**src/rtl/hazard_scoreboard_pkg.sv**
```systemverilog
// ----------------------------------------------------------------------------
// hazard_scoreboard_pkg
// Opcode constants shared by the pipeline stages, plus a small helper for
// sizing parameters that derive from several latencies.
// ----------------------------------------------------------------------------
package hazard_scoreboard_pkg;

    localparam logic [6:0] OPC_LOAD   = 7'b0000011;
    localparam logic [6:0] OPC_STORE  = 7'b0100011;
    localparam logic [6:0] OPC_OP     = 7'b0110011;
    localparam logic [6:0] OPC_OP_IMM = 7'b0010011;
    localparam logic [6:0] OPC_BRANCH = 7'b1100011;
    localparam logic [6:0] OPC_LUI    = 7'b0110111;
    localparam logic [6:0] OPC_AUIPC  = 7'b0010111;
    localparam logic [6:0] OPC_JAL    = 7'b1101111;
    localparam logic [6:0] OPC_JALR   = 7'b1100111;

    // funct7 that selects the MUL/DIV group inside OP
    localparam logic [6:0] MULDIV_F7  = 7'h01;

    function automatic int max_int(input int a, input int b);
        return (a > b) ? a : b;
    endfunction

endpackage

```
**src/rtl/hazard_scoreboard_src_decode.sv**
```systemverilog
// ----------------------------------------------------------------------------
// inst_src_decode
// Purely combinational decode of which register sources an instruction
// really reads, and whether it is a long-latency writer (load / MUL-DIV).
// Ports:
//   i_inst       instruction word
//   o_rs1/o_rs2  source register fields
//   o_rs1_used   rs1 is actually read by this opcode
//   o_rs2_used   rs2 is actually read by this opcode
//   o_is_load    LOAD opcode
//   o_is_muldiv  OP with the MUL/DIV funct7
//   o_rd         destination register field
// ----------------------------------------------------------------------------
module inst_src_decode
    import hazard_scoreboard_pkg::*;
(
    input  logic [31:0] i_inst,
    output logic [4:0]  o_rs1,
    output logic [4:0]  o_rs2,
    output logic        o_rs1_used,
    output logic        o_rs2_used,
    output logic        o_is_load,
    output logic        o_is_muldiv,
    output logic [4:0]  o_rd
);
    logic [6:0] w_opcode;
    logic [6:0] w_funct7;
    // funct3 plays no part in source usage
    logic [2:0] w_unused_funct3;

    assign w_opcode        = i_inst[6:0];
    assign w_funct7        = i_inst[31:25];
    assign w_unused_funct3 = i_inst[14:12];
    assign o_rs1           = i_inst[19:15];
    assign o_rs2           = i_inst[24:20];
    assign o_rd            = i_inst[11:7];

    always_comb begin
        o_rs1_used  = 1'b0;
        o_rs2_used  = 1'b0;
        o_is_load   = 1'b0;
        o_is_muldiv = 1'b0;
        case (w_opcode)
            OPC_LOAD: begin
                o_rs1_used = 1'b1;
                o_is_load  = 1'b1;
            end
            OPC_STORE, OPC_BRANCH: begin
                o_rs1_used = 1'b1;
                o_rs2_used = 1'b1;
            end
            OPC_OP: begin
                o_rs1_used  = 1'b1;
                o_rs2_used  = 1'b1;
                o_is_muldiv = (w_funct7 == MULDIV_F7);
            end
            OPC_OP_IMM, OPC_JALR: begin
                o_rs1_used = 1'b1;
            end
            // LUI, AUIPC, JAL and unknown opcodes read no register
            default: begin
                o_rs1_used = 1'b0;
            end
        endcase
    end

endmodule

```
**src/rtl/hazard_scoreboard.sv**
```systemverilog
// ----------------------------------------------------------------------------
// hazard_scoreboard
// ID-stage hazard detector. Keeps a countdown per architectural register for
// in-flight loads and MUL/DIV results and stalls the instruction in ID while
// it reads a not-yet-forwardable register or would overtake an older,
// longer-latency write to the same rd.
// Ports:
//   clk, rst     clock, synchronous active-high reset
//   dec_inst     instruction in ID
//   dec_valid    dec_inst is a real instruction
//   flush        ID instruction squashed this cycle
//   freeze       whole pipeline held; scoreboard holds
//   stall        hold PC/IF-ID, bubble into EX
//   busy_mask    bit r set while register r is pending (bit 0 always 0)
//   stall_cnt    saturating count of non-frozen stall cycles
// ----------------------------------------------------------------------------
module hazard_scoreboard
    import hazard_scoreboard_pkg::*;
#(
    parameter int LOAD_LAT    = 1,
    parameter int MUL_LAT     = 3,
    parameter int STALL_CNT_W = 32
) (
    input  logic                   clk,
    input  logic                   rst,
    input  logic [31:0]            dec_inst,
    input  logic                   dec_valid,
    input  logic                   flush,
    input  logic                   freeze,
    output logic                   stall,
    output logic [31:0]            busy_mask,
    output logic [STALL_CNT_W-1:0] stall_cnt
);
    // At least one bit so the array stays legal when both latencies are 0
    localparam int MAX_LAT = max_int(max_int(LOAD_LAT, MUL_LAT), 1);
    localparam int CNT_W   = $clog2(MAX_LAT + 1);

    logic [4:0]       w_rs1, w_rs2, w_rd;
    logic             w_rs1_used, w_rs2_used, w_is_load, w_is_muldiv;
    logic             w_writer, w_raw, w_waw, w_issue;
    logic [CNT_W-1:0] w_lat;
    logic [CNT_W-1:0] r_cnt [1:31];
    logic [CNT_W-1:0] w_cnt [0:31];   // x0 reads as permanently idle
    logic [STALL_CNT_W-1:0] r_stall_cnt;

    inst_src_decode u_decode (
        .i_inst      (dec_inst),
        .o_rs1       (w_rs1),
        .o_rs2       (w_rs2),
        .o_rs1_used  (w_rs1_used),
        .o_rs2_used  (w_rs2_used),
        .o_is_load   (w_is_load),
        .o_is_muldiv (w_is_muldiv),
        .o_rd        (w_rd)
    );

    always_comb begin
        w_lat = '0;
        if (w_is_load)
            w_lat = CNT_W'(LOAD_LAT);
        else if (w_is_muldiv)
            w_lat = CNT_W'(MUL_LAT);
    end

    assign w_writer = (w_is_load | w_is_muldiv) && (w_rd != 5'd0);

    assign w_raw = (w_rs1_used && (w_rs1 != 5'd0) && (w_cnt[w_rs1] != '0)) ||
                   (w_rs2_used && (w_rs2 != 5'd0) && (w_cnt[w_rs2] != '0));
    // An older write still further out than ours would land after us
    assign w_waw = w_writer && (w_cnt[w_rd] > w_lat);

    assign stall   = dec_valid && !flush && (w_raw || w_waw);
    assign w_issue = dec_valid && !stall && !flush && !freeze;

    assign w_cnt[0]     = '0;
    assign busy_mask[0] = 1'b0;

    generate
        for (genvar gi = 1; gi < 32; gi++) begin : g_entry
            always_ff @(posedge clk) begin
                if (rst) begin
                    r_cnt[gi] <= '0;
                end else if (!freeze) begin
                    if (w_issue && w_writer && (w_rd == 5'(gi)) && (w_lat != '0))
                        r_cnt[gi] <= w_lat;
                    else if (r_cnt[gi] != '0)
                        r_cnt[gi] <= r_cnt[gi] - 1'b1;
                end
            end
            assign w_cnt[gi]     = r_cnt[gi];
            assign busy_mask[gi] = (r_cnt[gi] != '0);
        end
    endgenerate

    always_ff @(posedge clk) begin
        if (rst)
            r_stall_cnt <= '0;
        else if (stall && !freeze && (r_stall_cnt != {STALL_CNT_W{1'b1}}))
            r_stall_cnt <= r_stall_cnt + 1'b1;
    end

    assign stall_cnt = r_stall_cnt;

endmodule

```
**config.mk**
```make
export PLATFORM = sky130hd
export DESIGN_NAME = hazard_scoreboard
export DESIGN_NICKNAME = d
export VERILOG_FILES = /design/src/rtl/hazard_scoreboard_pkg.sv /design/src/rtl/hazard_scoreboard_src_decode.sv /design/src/rtl/hazard_scoreboard.sv
export SDC_FILE = /design/constraint.sdc
export NUM_CORES = 1
export LEC_CHECK = 0
export BUFFER_PORTS_ARGS = -buffer_cell sky130_fd_sc_hd__buf_2
export CORE_MARGIN = 5
export CORE_UTILIZATION = 59
export CTS_CLUSTER_DIAMETER = 30
export CTS_CLUSTER_SIZE = 25
export DETAILED_ROUTE_END_ITERATION = 10
export PLACE_DENSITY_LB_ADDON = 0.2
export SYNTH_ARGS = -nofsm -noshare
export SYNTH_HDL_FRONTEND = slang
export SYNTH_SLANG_ARGS = --single-unit
```
**constraint.sdc**
```tcl
create_clock -name clk -period 5.41 [get_ports clk]
set_input_delay 0.8115 -clock clk [delete_from_list [all_inputs] [get_ports clk]]
set_output_delay 0.8115 -clock clk [all_outputs]
set_load 0.01 [all_outputs]
```
==> impl_metrics.tcl <==
set metrics [dict create \
    outcome "finished clean" \
    overflow 0 \
    pin_count 102 \
    powerDensity_mw_per_mm2 230 \
    dp_slack_ns 0.743 \
    reg2reg_depth 11 \
    vias 6611 \
    fin_crit_ns 4.69 \
    whs_path_depth 2 \
    dieArea_mm2 0.0146 \
    dp_hpwl_mm 13.7 \
    synth-adder-area-share 0.0585 \
    fin_nets 965 \
    diodes 0 \
    yosys_warnings 0 \
    core_mm2 0.0121 \
    ys_ff_latch 94 \
    hold_class "flip-flop to flip-flop" \
    slowest_delay_ns 0.35 \
    p_leak_nw 3.54 \
    initial_core_util 0.602 \
    crit_type "primary input to output pin" \
    required_ns 4.60 \
    path_max_fanout 11 \
    holdPathEnd "stall_cnt[4]$_SDFFE_PP0P_" \
    muxShareOfSynthArea 0.172 \
    drive_gt1_frac 0.177 \
    synth_top_area_frac 0.256 \
    yosysTopAreaCell "edfxtp_1" \
    critPathLaunchType "primary input" \
    syn_inst 836 \
    area_growth_pct 11.4 \
    ant_nets 0 \
    avgViaCountPerCell 6.20 \
    max_freq_ghz 0.213 \
    wl_per_cell_um 18.3 \
    synth.cell_area_mm2 0.00727 \
    synth_enable_flop_cells 62 \
    synth.avg_cell_area_um2 8.69 \
    htreeDepth 3 \
    drt-pass1-iter-count 5 \
    cts_sinks 94 \
    endpoint_kind "output pin" \
    drt-total-wl_mm 19.5 \
    cap_violations 0 \
    clkTransAtPathRegs_ns 0.07 \
    synth_top_family_by_area "simple AND/OR/NAND/NOR gates" \
    n_fill_cell 978 \
    synth_ff_type "edfxtp_1" \
    clock_latency_ns 0.36 \
    cts_setup_buffers 0 \
    r2r_slack_ns 1.63 \
    synthArstFlopShare 0 \
    grt_pass1_vias 6565 \
    finClkSkew_ns 0.0104 \
    port-buffer-count 97 \
    post-route-util 0.671 \
    cts_buffer_depth 2 \
    synth_compound_area_frac 0.0689 \
    maxSlewViolCount 0 \
    cts_root_buffer "clkbuf_16" \
    tritoncts "done" \
    drtIter0Drc 775 \
    die_h_um 121 \
    rsz0062_at_grt "no" \
    slew-limit-headroom 0.208 \
    seqCellArea_mm2 0.00250 \
    syn_nets 907 \
    antenna_found_initial 0 \
    final-hold-violation-count 0 \
    drc 0 \
    ctsHoldBuffers 0 \
    cts_resized 0 \
    row_count 40 \
    synth.distinct_cells 54 \
    yosysSeqAreaShare 0.344 \
    fin_tns_setup_ns 0 \
    r2r-end "stall_cnt[0]$_SDFFE_PP0P_" \
    gp_congestion 0.940 \
    cts_buffers 9 \
    die_x_um 121 \
    worstReg2RegStart "r_cnt[13][3]$_DFFE_PP_" \
    slowest_stage "nor3_2" \
    layout_setup_ws_ns 0.720 \
    yosys.area_share.xor_xnor 0 \
    arrival_ns 3.88 \
    synth_area_leaders "edfxtp_1, mux4_2, dfxtp_1, nor2_1, ha_1" \
    worstPathCellList "buf_2 -> and2_1 -> a22o_1 -> a221oi_1 -> a31oi_1 -> a221o_1 -> mux2_2 -> ha_1 -> a21oi_1 -> a21oi_1 -> o211a_1 -> nor3_2 -> nor2_1 -> buf_2" \
    yosys.area_share.simple 0.274 \
    final-setup-viol-count 0 \
    tightestPinTransition_ns 1.19 \
    timing.final.crit_share 0.867 \
    grt_pass1_wl_mm 31.8 \
    grt_usage 0.271 \
    max-vdd-ir-drop_v 0.000171 \
    grt_max_degree 66 \
    worstHoldStart "stall_cnt[4]$_SDFFE_PP0P_" \
    multi_input_area_mm2 0.00418 \
]
[cell usage after synthesis, drive strengths merged, types with 2 or more instances]
cell,n
mux2i,37
o31ai,8
a22o,2
mux4,31
or2,5
buf,11
nand3b,2
nand4,41
nor3,15
or3,67
inv,98
o21ai,13
nor2,119
nor2b,21
nor3b,5
nor4,5
edfxtp,62
and2,3
nor4bb,2
clkbuf,46
dfxtp,32
o41ai,2
ha,34
nand2,57
a31oi,2
or4,10
nand4b,2
a2111oi,2
nor4b,3
nand3,14
nand2b,4
mux2,16
and3,3
a21oi,46
and4,4
[stage by stage]
step                hold slack (ns)  std cells  power, W  instance area (um2)
floorplan                     0.504        836   0.00111                 7270
global placement              0.470       1051   0.00121                 7800
detailed placement            0.494       1051   0.00123                 7800
CTS                           0.502       1067   0.00186                 8100
global route                  0.539       1067   0.00195                 8100
finish                        0.503       1067   0.00186                 8100
[cell families after synthesis]
family                   Yosys count
adder cells (fa/ha/maj)           34
other                              1
multiplexers                      84
buffers and inverters            155
AO/OA/AOI/OAI                     84
AND/OR/NAND/NOR                  384
flip-flops                        94
[where the power goes]
group	leakage (nW)	switching, W	total [W]	internal (W)
Clock	0.144	0.000294	0.000636	0.000342
Combinational	2.48	0.000216	0.000376	0.000160
Sequential	0.909	0.0000396	0.000851	0.000811
Total	3.54	0.000550	0.00186	0.00131
[area by class of cell]
cell class / count / share of cell area
timing repair buffer: 104 / 0.0667
sequential: 94 / 0.309
inverter: 98 / 0.0454
tap: 168 / 0.0260
multi-input combinational: 587 / 0.517
clock buffer: 10 / 0.0309
clock inverter: 6 / 0.00541
[how the worst max path moves through the flow]
| stage | startpoint | endpoint | slack [ns] | cells after the start |
|---|---|---|---|---|
| finish | dec_inst[10] | stall | 0.72 | 14 |
| detailed placement | dec_inst[7] | stall_cnt[0]$_SDFFE_PP0P_ | 0.74 | 12 |
| CTS | dec_inst[7] | stall | 0.74 | 11 |
| global placement | dec_inst[7] | stall | 0.82 | 11 |
| floorplan | dec_inst[7] | stall | 0.39 | 13 |
| global route | dec_inst[7] | stall | 0.60 | 11 |
[state kept, by name, summed over array words and instances, names as in the netlist]
register and cells:
r_cnt 62, stall_cnt 32
[critical path: cells and delay by family]
family / cells / cell delay, ns
AOI/OAI and AO/OA: 7 / 1.39
adders and majority gates: 1 / 0.29
buffers and inverters: 2 / 0.31
muxes: 1 / 0.28
and+or+nand+nor: 3 / 0.78
[layer usage]
metal	track usage	share of wire	vias to the layer above
met5	0	0	-
met4	0.0786	0.024	0
met3	0.0606	0.093	34
met2	0.470	0.48	337
met1	0.340	0.40	3139
li1	-	-	3101
[placed cells by master, fill, tap and decap left out, drive strengths merged, types with 2 or more instances in the layout]
| master | netlist | routed |
|---|---|---|
| clkbuf | 46 | 10 |
| o21ai | 13 | 13 |
| nor3 | 15 | 15 |
| nor4 | 5 | 5 |
| nor4b | 3 | 3 |
| nand3b | 2 | 2 |
| and3 | 3 | 3 |
| nor4bb | 2 | 2 |
| or4 | 10 | 10 |
| nor3b | 5 | 5 |
| mux2 | 16 | 16 |
| a22o | 2 | 2 |
| nor2 | 119 | 119 |
| clkinv | 0 | 4 |
| o31ai | 8 | 8 |
| mux4 | 31 | 31 |
| mux2i | 37 | 37 |
| or3 | 67 | 67 |
| a31oi | 2 | 2 |
| nand2b | 4 | 4 |
| nand4b | 2 | 2 |
| ha | 34 | 34 |
| and4 | 4 | 4 |
| or2 | 5 | 5 |
| nand2 | 57 | 57 |
| a21oi | 46 | 46 |
| nand3 | 14 | 14 |
| nor2b | 21 | 21 |
| inv | 98 | 99 |
| buf | 11 | 104 |
| dfxtp | 32 | 32 |
| a2111oi | 2 | 2 |
| o41ai | 2 | 2 |
| and2 | 3 | 3 |
| edfxtp | 62 | 62 |
| nand4 | 41 | 41 |
(Power assumes the default switching activity.)
